### src/rtl/cacheline_arbiter.sv
// Shares one burst memory port between the icache (read-only) and dcache (read/write),
// splitting each cacheline into BEATS bursts and reassembling read lines.
module cacheline_arbiter #(
  parameter int unsigned ADDR_WIDTH  = 32,
  parameter int unsigned LINE_WIDTH  = 256,
  parameter int unsigned BURST_WIDTH = 64
) (
  input  logic                   clk_i,
  input  logic                   rst_i,
  input  logic [ADDR_WIDTH-1:0]  i_addr_i,
  input  logic                   i_read_i,
  output logic [LINE_WIDTH-1:0]  i_rdata_o,
  output logic                   i_resp_o,
  input  logic [ADDR_WIDTH-1:0]  d_addr_i,
  input  logic                   d_read_i,
  input  logic                   d_write_i,
  input  logic [LINE_WIDTH-1:0]  d_wdata_i,
  output logic [LINE_WIDTH-1:0]  d_rdata_o,
  output logic                   d_resp_o,
  output logic [ADDR_WIDTH-1:0]  bmem_addr_o,
  output logic                   bmem_read_o,
  output logic                   bmem_write_o,
  output logic [BURST_WIDTH-1:0] bmem_wdata_o,
  input  logic [BURST_WIDTH-1:0] bmem_rdata_i,
  input  logic                   bmem_resp_i
);

  localparam int unsigned Beats = LINE_WIDTH / BURST_WIDTH;
  localparam int unsigned BeatW = (Beats > 1) ? $clog2(Beats) : 1;
  localparam logic [ADDR_WIDTH-1:0] AlignMask = ~ADDR_WIDTH'(LINE_WIDTH / 8 - 1);

  typedef enum logic [2:0] {
    StIdle,
    StIRead,
    StDRead,
    StDWrite,
    StDoneI,
    StDoneD
  } state_e;

  state_e                  state_q;
  logic [BeatW-1:0]        beat_q;
  logic                    last_grant_q;  // 0: icache, 1: dcache
  logic [ADDR_WIDTH-1:0]   addr_q;
  logic                    bmem_read_q;
  logic                    bmem_write_q;
  logic                    i_resp_q;
  logic                    d_resp_q;
  logic [LINE_WIDTH-1:0]   line_q;
  logic [LINE_WIDTH-1:0]   line_d;
  logic [LINE_WIDTH-1:0]   i_rdata_q;
  logic [LINE_WIDTH-1:0]   d_rdata_q;

  logic i_req, d_req, d_wins, last_beat;

  assign i_req     = i_read_i;
  assign d_req     = d_read_i | d_write_i;
  assign d_wins    = d_req & (~i_req | ~last_grant_q);
  assign last_beat = bmem_resp_i && (beat_q == BeatW'(Beats - 1));

  // Staging buffer with the current beat merged in; copied out only on completion
  // so the requester's line stays stable until its next read finishes.
  always_comb begin
    line_d = line_q;
    line_d[beat_q * BURST_WIDTH +: BURST_WIDTH] = bmem_rdata_i;
  end

  always_comb begin
    bmem_wdata_o = '0;
    if (bmem_write_q) begin
      bmem_wdata_o = d_wdata_i[beat_q * BURST_WIDTH +: BURST_WIDTH];
    end
  end

  always_ff @(posedge clk_i) begin
    if (rst_i) begin
      state_q      <= StIdle;
      beat_q       <= '0;
      last_grant_q <= 1'b0;
      addr_q       <= '0;
      bmem_read_q  <= 1'b0;
      bmem_write_q <= 1'b0;
      i_resp_q     <= 1'b0;
      d_resp_q     <= 1'b0;
      line_q       <= '0;
      i_rdata_q    <= '0;
      d_rdata_q    <= '0;
    end else begin
      i_resp_q <= 1'b0;
      d_resp_q <= 1'b0;
      unique case (state_q)
        StIdle: begin
          if (d_wins) begin
            // Write wins over read if a misbehaving dcache raises both.
            state_q      <= d_write_i ? StDWrite : StDRead;
            last_grant_q <= 1'b1;
            addr_q       <= d_addr_i & AlignMask;
            bmem_read_q  <= ~d_write_i;
            bmem_write_q <= d_write_i;
          end else if (i_req) begin
            state_q      <= StIRead;
            last_grant_q <= 1'b0;
            addr_q       <= i_addr_i & AlignMask;
            bmem_read_q  <= 1'b1;
          end
        end
        StIRead, StDRead: begin
          if (bmem_resp_i) begin
            line_q <= line_d;
            beat_q <= last_beat ? '0 : beat_q + BeatW'(1);
            if (last_beat) begin
              bmem_read_q <= 1'b0;
              if (state_q == StIRead) begin
                i_rdata_q <= line_d;
                i_resp_q  <= 1'b1;
                state_q   <= StDoneI;
              end else begin
                d_rdata_q <= line_d;
                d_resp_q  <= 1'b1;
                state_q   <= StDoneD;
              end
            end
          end
        end
        StDWrite: begin
          if (bmem_resp_i) begin
            beat_q <= last_beat ? '0 : beat_q + BeatW'(1);
            if (last_beat) begin
              bmem_write_q <= 1'b0;
              d_resp_q     <= 1'b1;
              state_q      <= StDoneD;
            end
          end
        end
        StDoneI, StDoneD: state_q <= StIdle;
        default:          state_q <= StIdle;
      endcase
    end
  end

  assign i_rdata_o    = i_rdata_q;
  assign d_rdata_o    = d_rdata_q;
  assign i_resp_o     = i_resp_q;
  assign d_resp_o     = d_resp_q;
  assign bmem_addr_o  = addr_q;
  assign bmem_read_o  = bmem_read_q;
  assign bmem_write_o = bmem_write_q;

endmodule
### config.mk
export PLATFORM = sky130hd
export DESIGN_NAME = cacheline_arbiter
export DESIGN_NICKNAME = d
export VERILOG_FILES = /design/src/rtl/cacheline_arbiter.sv
export SDC_FILE = /design/constraint.sdc
export NUM_CORES = 1
export LEC_CHECK = 0
export ABC_AREA = 1
export CAP_MARGIN = 20
export CORE_AREA = 3 3 386 388
export DETAILED_ROUTE_END_ITERATION = 8
export DIE_AREA = 0 0 389 391
export GPL_TIMING_DRIVEN = 0
export SYNTH_ARGS = -nofsm -noshare
export SYNTH_HDL_FRONTEND = slang
export SYNTH_SLANG_ARGS = --single-unit
### constraint.sdc
create_clock -name clk_i -period 2.85 [get_ports clk_i]
set_input_delay 0.57 -clock clk_i [delete_from_list [all_inputs] [get_ports clk_i]]
set_output_delay 0.57 -clock clk_i [all_outputs]
set_load 0.005 [all_outputs]
==> flow_summary_export.csv, run 1 <==
group,metric,value,unit
sta,rsz0062_at_grt,"true",
layout,drive_gt1_share,11.7,%
synth,synth_warnings,0,
sta,timing.final.crit_share,105,%
placement,pre_cts_ws,-1.60,ns
layout,syn_to_final_growth,51.4,%
sta,hold_violations,0,
clock_tree,h-tree-depth,3,
sta,layout_setup_ws,-0.135,ns
pwr,powerDensity,820,mW/mm^2
clock_tree,cts_sinks,805,
synth,synth_area,0.0325,mm^2
die,initial_core_util,22.3,%
sta,slew_violations,0,
die,die-area,0.152,mm^2
layout,fin_cells,7441,
clock_tree,cts_buffers,91,
setup_path,critPathLaunchType,"register",
worst_hold_path,hp-class,"primary input to register",
clock_tree,cts_tree,"done",
pwr,p_leak,18.8,nW
global_routing,grt_usage,25.9,%
outcome,status,"finished with violations",
setup_path,cp_max_fo,6,
sta,fmax,0.335,GHz
detailed_routing,viasPerCell,4.96,
die,die_w,389,um
synth,netlist_instances,4308,
sta,worst_slew_margin_rel,24.3,%
global_routing,grt_max_degree,16,
sta,finalSetupViolCount,7,
placement,place_inst,7218,
layout,layout_commonest_cell,"clkdlybuf4s50_1",
die,die_y,391,um
sta,setup_tns,-0.327,ns
setup_path,worstPathArrival,2.42,ns
layout,final_cell_mix,"921 x clkdlybuf4s50_1, 872 x a21oi_1, 803 x dfxtp_1",
sta,layout_min_cycle_time,2.99,ns
detailed_routing,initialDrtViolationCount,3552,
detailed_routing,drc,0,
die,fp.coreArea,0.146,mm^2
detailed_routing,dr.pass1.iters,5,
sta,worst_slew_pin_slew,1.14,ns
detailed_routing,ant_nets,0,
synth,seq_area_frac_synth,49.5,%
detailed_routing,routedWlPerCell,27.8,um
placement,place_area,0.0449,mm^2
global_routing,antenna_found_initial,42,
setup_path,cp.required,2.28,ns
pwr,peakVddDrop,0.000433,V
synth,synth_top_area_share,49.5,%
sta,skew,0.0374,ns
outcome,violations,"setup timing",
setup_path,end_kind,"output pin",
layout,nets,5820,
detailed_routing,drt_wl_total,207,mm
setup_path,worstSetupPathType,"register to output pin",
synth,synth_cell_types,27,
layout,fin_area,0.0493,mm^2
clock_tree,cts_buffer_depth,3,
clock_tree,clk_latency,0.71,ns
placement,finalWeightedCongestion,0.996,
detailed_routing,vias,36900,
die,rows,140,
placement,io_buffer_count,985,
synth,synthTopCellsByArea,"dfxtp_1 50%, a21oi_1 14%, o21ai_0 12%",
synth,syn_area_per_cell,7.55,um^2
synth,synth_top_area_cell,"dfxtp_1",
die,ios,1002,
flow_run,cap_violations,0,
synth,ys_ff_latch,805,
clock_tree,cts_root_buffer,"clkbuf_16",
global_routing,grt_pass1_vias,35300,
placement,dp_hpwl,164,mm
global_routing,grt_pass1_wl,279,mm
global_routing,gr-total-overflow,0,
clock_tree,path_clk_slew,0.07,ns
==> sequential cells by signal (all words and copies together), names as in the netlist, 2 cells and up <==
name	flops
state_q	3
line_q	256
d_rdata_o	256
bmem_addr_o	27
i_rdata_o	256
beat_q	2
==> worst max-delay path: stages (launching register included) <==
cell and delay [ns]:
dfxtp_2 0.34, buf_12 0.14, clkbuf_16 0.18, buf_12 0.16, buf_6 0.11, nor2_4 0.33, nor2_2 0.06, o21ai_1 0.08
a21oi_1 0.09, buf_2 0.15
==> report_power, final <==
part           switching [mW]  internal, mW
clock                    5.25          7.26
sequential              0.820          12.8
combinational            9.47          4.78
total                    15.5          24.9
==> logic make-up (layout without fill, tap and decap cells) <==
kind of cell               Yosys count  after routing  synth area share [%]
DFF                                805            805                  49.5
other                                1             28                0.0115
buffers and inverters              869           2058                  11.1
adders and majority gates            5              5                 0.192
and+or+nand+nor                    570            570                  6.72
AOI/OAI and AO/OA                 2058           2058                  32.5
==> cells in the mapped netlist (all sizes together) <==
cell / n
o21a: 1
clkbuf: 173
inv: 480
o21ai: 953
nor3: 3
nand3: 7
dfxtp: 805
nand4: 1
nor3b: 1
nand2: 160
o22ai: 192
nor2: 397
ha: 5
nand3b: 1
a21oi: 912
conb: 1
buf: 216
==> stage by stage <==
| stage | total power, mW | hold WS, ns | utilization, % |
|---|---|---|---|
| after detailed placement | 26.8 | 0.477 | 30.8 |
| final | 40.4 | 0.175 | 33.8 |
| after CTS | 40.0 | 0.132 | 33.5 |
| after global placement | 26.6 | 0.460 | 30.7 |
| after floorplan | 20.6 | 0.451 | - |
| after global routing | 42.2 | 0.160 | 33.8 |
==> path summary, 6_finish.rpt <==
check                    start               end  slack [ns]  depth (start not counted)
setup / recovery     beat_q[0]  bmem_wdata_o[38]       -0.14                          9
hold / removal           rst_i         beat_q[1]        0.18                          2
setup reg to reg     beat_q[0]       line_q[218]        0.06                          9
hold reg to reg   last_grant_q      last_grant_q        0.49                          2
==> layer usage <==
metal | track usage (%) | up-vias | routed length [um]
met2 | 38.5 | 1749 | 87500
met5 | 0 | - | 87
met4 | 8.69 | 12 | 6960
li1 | - | 16800 | -
met1 | 36.6 | 18100 | 93700
met3 | 6.16 | 276 | 18500
==> layout make-up <==
cell class                 count  area (um^2)
fill                       15400        96500
sequential                   805        16100
multi-input combinational   2638        13400
timing repair buffer        1025        10100
clock buffer                 121         2590
tap                         1917         2400
buffer                       384         2240
inverter                     480         1800
clock inverter                48          549
antenna                       23         57.6
==> timing repair <==
action	CTS	global route
gates cloned	5	3
pin swaps	51	61
endpoints found under the setup margin	832	291
buffers inserted	20	9
resized for setup	541	149
hold buffers	0	0
(Power assumes the default switching activity.)
==> run 2, diff against run 1 <==
- GPL_TIMING_DRIVEN: 0 -> not set
==> run 2 against run 1 <==
Effect of this change: the run now ends clean; die area is the same; fmax grew 6.2%; clock power is essentially flat; via count shrank 7.7%; count of clock-buffer cells in the layout grew 7; hold slack gained 0.32 ns; setup slack gained 0.17 ns; combinational power shrank 8%; register-to-register slack gained 0.05 ns; sequential cell count is the same; global-route usage shrank 4.5 points; critical path type unchanged; highest routed layer unchanged.
==> flow_summary_export.csv, run 2 (same netlist as run 1, synthesis figures left out) <==
group,metric,value,unit
layout,final_cell_mix,"922 x clkdlybuf4s50_1, 887 x a21oi_1, 803 x dfxtp_1",
sta,worst_slew_pin_slew,1.13,ns
die,die-area,0.152,mm^2
pwr,switching_share,36.8,%
pwr,internal_power,24.7,mW
pwr,switching_power,14.4,mW
setup_path,max_stage_delay,0.38,ns
setup_path,worstPathArrival,2.24,ns
detailed_routing,ant_nets,0,
outcome,status,"complete, no violations",
sta,timing.final.crit_share,98.6,%
sta,setup_tns,0,ns
setup_path,r2r_cells,13,
setup_path,critPathTopFamily,"buffers and inverters",
sta,layout_min_cycle_time,2.81,ns
flow_run,cap_violations,0,
layout,layout_commonest_cell,"clkdlybuf4s50_1",
pwr,p_leak,18.3,nW
setup_path,cp.required,2.28,ns
detailed_routing,initialDrtViolationCount,2508,
global_routing,grt_usage,21.4,%
clock_tree,cts_buffers,90,
pwr,powerDensity,804,mW/mm^2
sta,hold_violations,0,
die,die_w,389,um
die,ios,1002,
setup_path,cp_num_cells,7,
setup_path,timing.critical_path.buf_inv,3,
sta,worst_slew_margin_rel,24.4,%
worst_hold_path,hold_depth,2,
pwr,clkPwrFrac,31.5,%
global_routing,gr-total-overflow,0,
global_routing,grt_pass1_wl,238,mm
setup_path,cp_max_fo,14,
sta,skew,0.0185,ns
layout,drive_gt1_share,8.56,%
layout,multiInputGateArea,0.0131,mm^2
detailed_routing,routedWlPerCell,23.8,um
layout,syn_to_final_growth,49.5,%
layout,fill_cells,15200,
global_routing,antenna_found_initial,31,
sta,finalSetupViolCount,0,
detailed_routing,drc,0,
pwr,peakVddDrop,0.000463,V
setup_path,crit_chain,"buf_4, buf_16, nor2_2, nor2_1, o21ai_0, a21oi_1, dlygate4sd2_1",
pwr,power_frac_seq,34.7,%
layout,regArea,0.0161,mm^2
clock_tree,cts_root_buffer,"clkbuf_16",
pwr,combPwrFrac,33.8,%
clock_tree,cts_sinks,805,
layout,nets,5577,
detailed_routing,vias,34100,
setup_path,slowest_stage,"dfxtp_4",
detailed_routing,viasPerCell,4.74,
setup_path,critPathLaunchType,"register",
worst_hold_path,hp-class,"register to register",
sta,rsz0062_at_grt,"true",
detailed_routing,dr.pass1.iters,5,
detailed_routing,drt_wl_total,171,mm
clock_tree,clk_latency,0.69,ns
die,rows,140,
placement,io_buffer_count,986,
clock_tree,path_clk_slew,0.06,ns
setup_path,end_kind,"output pin",
die,die_y,391,um
setup_path,worstSetupPathType,"register to output pin",
clock_tree,h-tree-depth,3,
sta,slew_violations,0,
global_routing,grt_max_degree,121,
placement,dp_hpwl,127,mm
die,initial_core_util,22.3,%
clock_tree,cts_buffer_depth,3,
sta,fmax,0.356,GHz
pwr,fin_total_pwr,39.1,mW
clock_tree,hold_buffers,0,
placement,finalWeightedCongestion,1.03,
global_routing,grt_pass1_vias,31900,
die,fp.coreArea,0.146,mm^2
clock_tree,cts_tree,"done",
## run 2: cell types whose count changed in the layout (fill, tap and decap cells not counted), sizes merged, moves of 3 or more
cell           before  now
clkdlybuf4s15       5    8
clkinv             26   16
inv               486  491
diode              23    8
buf               301  217
dlygate4sd2         0   13
clkbuf            302  130
## run 2: cell type report
| cell class | count | share of cell area, % |
|---|---|---|
| Timing Repair Buffer | 1165 | 24.7 |
| Clock inverter | 39 | 1.10 |
| Sequential cell | 805 | 33.1 |
| Inverter | 480 | 3.79 |
| Multi-Input combinational cell | 2638 | 26.9 |
| Antenna cell | 8 | 0.0412 |
| Clock buffer | 128 | 5.34 |
| Tap cell | 1917 | 4.93 |
| Timing Repair inverter | 2 | 0.0849 |
## run 2: power groups by stage
stage	logic (mW)	clock network (mW)	registers, mW
after floorplan	6.93	0	13.6
after global placement	12.4	0	13.7
after detailed placement	12.5	0	13.8
after CTS	13.1	12.6	13.6
after global routing	14.3	13.0	13.8
final	13.2	12.3	13.6
## run 2: worst min-delay path, stage by stage, from the launching register on
cell     delay (ns)
dfxtp_1        0.31
o21ai_0        0.07
a21oi_1        0.06
## run 2: what timing repair did
action,in CTS,in global routing
gates cloned,9,0
hold endpoints to repair,0,0
gates resized for setup,264,48
pin swaps,22,15
buffers inserted,17,5
setup endpoints to repair,63,59
## run 2: layer usage
layer / GRT usage [%] / vias to the layer above / wire [um]
met5: 0 / - / 126
met1: 28.4 / 16300 / 75300
met3: 6.46 / 220 / 14400
li1: - / 16300 / -
met2: 33.8 / 1254 / 77000
met4: 5.52 / 18 / 3940
## run 2: stage by stage
stage	hold WS [ns]	cell area, um^2	setup slack (ns)	std cells	utilization [%]
final	0.492	48600	0.0385	7182	33.4
after global routing	0.469	48600	-0.0835	7180	33.4
after CTS	0.407	48500	-0.248	7172	33.3
after detailed placement	0.485	45000	-0.120	6979	30.9
after global placement	0.463	45000	-0.145	6979	30.9
after floorplan	0.451	32500	0.428	4312	-
## run 2: final timing paths
path                startpoint          endpoint  slack (ns)
setup reg to reg     beat_q[0]     d_rdata_o[87]        0.11
setup / recovery     beat_q[0]  bmem_wdata_o[45]        0.04
hold reg to reg   last_grant_q      last_grant_q        0.49
hold / removal    last_grant_q      last_grant_q        0.49
==> run 3, diff against run 2 <==
- PLACE_DENSITY: not set -> 0.45
==> run 3 against run 2 <==
Effect of this change: total power grew 0.66%; first-iteration DRC count decreased by 5.9%; utilization about the same; non-clock buffer count is 1 lower; final cell count increased by 0.14%; final area about the same; fmax increased by 0.76%; wire length shrank 4.2%; hold slack worse by 0.026 ns; count of clock-buffer cells in the layout up 10; global-route usage decreased by 0.87 points; sequential share of layout area is essentially flat; critical path type unchanged.
==> flow_summary_export.csv, run 3 (same netlist as run 1, synthesis figures left out) <==
group,metric,value,unit
outcome,status,"complete, no violations",
detailed_routing,ant_nets,0,
global_routing,gr-total-overflow,0,
setup_path,cp.required,2.28,ns
setup_path,worstSetupPathType,"register to output pin",
setup_path,crit_top_cell,"buf_12",
sta,hold_violations,0,
sta,timing.final.crit_share,97.9,%
detailed_routing,drc,0,
layout,fin_cells,7192,
setup_path,worstPathArrival,2.22,ns
setup_path,slowest_stage,"dfxtp_4",
pwr,powerDensity,809,mW/mm^2
setup_path,critPathLaunchType,"register",
die,fp.coreArea,0.146,mm^2
detailed_routing,drt_wl_total,164,mm
layout,syn_to_final_growth,49.6,%
placement,io_buffer_count,986,
worst_hold_path,hp-start,"d_addr_i[14]",
setup_path,end_kind,"output pin",
setup_path,max_stage_delay,0.41,ns
sta,slew_violations,0,
placement,finalWeightedCongestion,0.975,
placement,dp_hpwl,122,mm
clock_tree,cts_root_buffer,"clkbuf_16",
layout,regArea,0.0161,mm^2
clock_tree,cts_sinks,805,
layout,fill_cells,15400,
die,die-area,0.152,mm^2
clock_tree,path_clk_slew,0.07,ns
global_routing,grt_pass1_vias,31400,
die,rows,140,
setup_path,crit_chain,"buf_12, buf_12, buf_8, nor2_2, nor2_1, o21ai_1, a21oi_2, buf_2",
flow_run,cap_violations,0,
setup_path,timing.critical_path.buf_inv,4,
placement,place_inst,6984,
pwr,switching_share,35.9,%
layout,final_cell_mix,"922 x clkdlybuf4s50_1, 895 x a21oi_1, 803 x dfxtp_1",
global_routing,grt_usage,20.5,%
sta,layout_min_cycle_time,2.79,ns
sta,finalSetupViolCount,0,
pwr,power_frac_seq,34.5,%
sta,worst_slew_pin_slew,0.749,ns
pwr,switching_power,14.1,mW
global_routing,grt_max_degree,103,
sta,rsz0062_at_grt,"true",
setup_path,crit_start,"beat_q[0]",
die,initial_core_util,22.3,%
setup_path,cp_max_fo,8,
pwr,p_leak,18.4,nW
sta,fmax,0.358,GHz
clock_tree,clk_latency,0.69,ns
pwr,combPwrFrac,32.2,%
setup_path,critPathTopFamily,"buffers and inverters",
clock_tree,cts_buffers,95,
clock_tree,h-tree-depth,3,
pwr,clkPwrFrac,33.3,%
worst_hold_path,hp-class,"primary input to register",
pwr,internal_power,25.2,mW
layout,nets,5579,
clock_tree,cts_tree,"done",
layout,multiInputGateArea,0.0130,mm^2
detailed_routing,vias,33300,
die,die_w,389,um
layout,drive_gt1_share,8.55,%
detailed_routing,dr.pass1.iters,5,
sta,worst_slew_margin_rel,50.0,%
layout,final_core_util,33.4,%
pwr,peakVddDrop,0.000579,V
clock_tree,cts_buffer_depth,3,
detailed_routing,viasPerCell,4.63,
global_routing,grt_pass1_wl,231,mm
sta,skew,0.0453,ns
detailed_routing,initialDrtViolationCount,2361,
layout,layout_commonest_cell,"clkdlybuf4s50_1",
die,die_y,391,um
setup_path,r2r-start,"beat_q[0]",
die,ios,1002,
detailed_routing,routedWlPerCell,22.8,um
global_routing,antenna_found_initial,31,
## run 3: final cells by class
class,instances,area share (%)
Sequential cell,805,33.1
Multi-Input combinational cell,2638,26.7
Timing Repair Buffer,1164,24.4
Clock buffer,138,5.77
Inverter,480,3.78
Tap cell,1917,4.93
Clock inverter,38,1.20
Antenna cell,12,0.0617
## run 3: layer usage
layer / global-route usage [%] / wire, um / vias up
li1: - / - / 16300
met1: 28.3 / 74900 / 15800
met2: 32.2 / 74200 / 984
met3: 5.53 / 12000 / 158
met4: 4.03 / 2280 / 22
met5: 0 / 158 / -
## run 3: stage by stage
step	power, mW	hold slack [ns]	area, um^2	worst slack, ns	setup TNS, ns
global route	41.6	0.447	48700	-0.0477	-0.242
detailed placement	26.3	0.480	45100	-0.00963	-0.00963
finish	39.4	0.467	48700	0.0597	0
global placement	26.1	0.471	45100	-0.00357	-0.00707
floorplan	20.6	0.451	32500	0.428	0
CTS	39.7	0.389	48600	-0.0695	-0.553
## run 3: path summary, 6_finish.rpt
path	end	slack (ns)	depth (start not counted)
min	bmem_addr_o[14]	0.47	3
max	bmem_wdata_o[12]	0.06	8
min reg2reg	last_grant_q	0.49	2
max reg2reg	d_rdata_o[73]	0.10	13
## run 3: repair_timing
| action | CTS | global route |
|---|---|---|
| hold buffers | 0 | 0 |
| endpoints found under the hold margin | 0 | 0 |
| pin swaps | 22 | 21 |
| setup buffers | 16 | 6 |
| gates cloned | 1 | 0 |
| endpoints found under the setup margin | 64 | 64 |
| resized for setup | 246 | 63 |
## run 3: power by group through the flow
stage                     registers, mW  logic [mW]  clock network, mW
final                              13.6        12.7               13.1
after global routing               13.7        13.9               13.9
after CTS                          13.5        12.7               13.5
after detailed placement           13.8        12.5                  0
after global placement             13.7        12.4                  0
after floorplan                    13.6        6.93                  0
## run 3: worst register-to-register path, cell delays in order, from the launching register on
cell and delay [ns]:
dfxtp_4 0.38, buf_12 0.14, inv_12 0.07, buf_6 0.17
buf_4 0.21, buf_4 0.15, ha_4 0.20, inv_1 0.12
nor2_1 0.10, nand2_4 0.20, buf_12 0.23, nor2_1 0.08
a21oi_1 0.39, a21oi_1 0.12
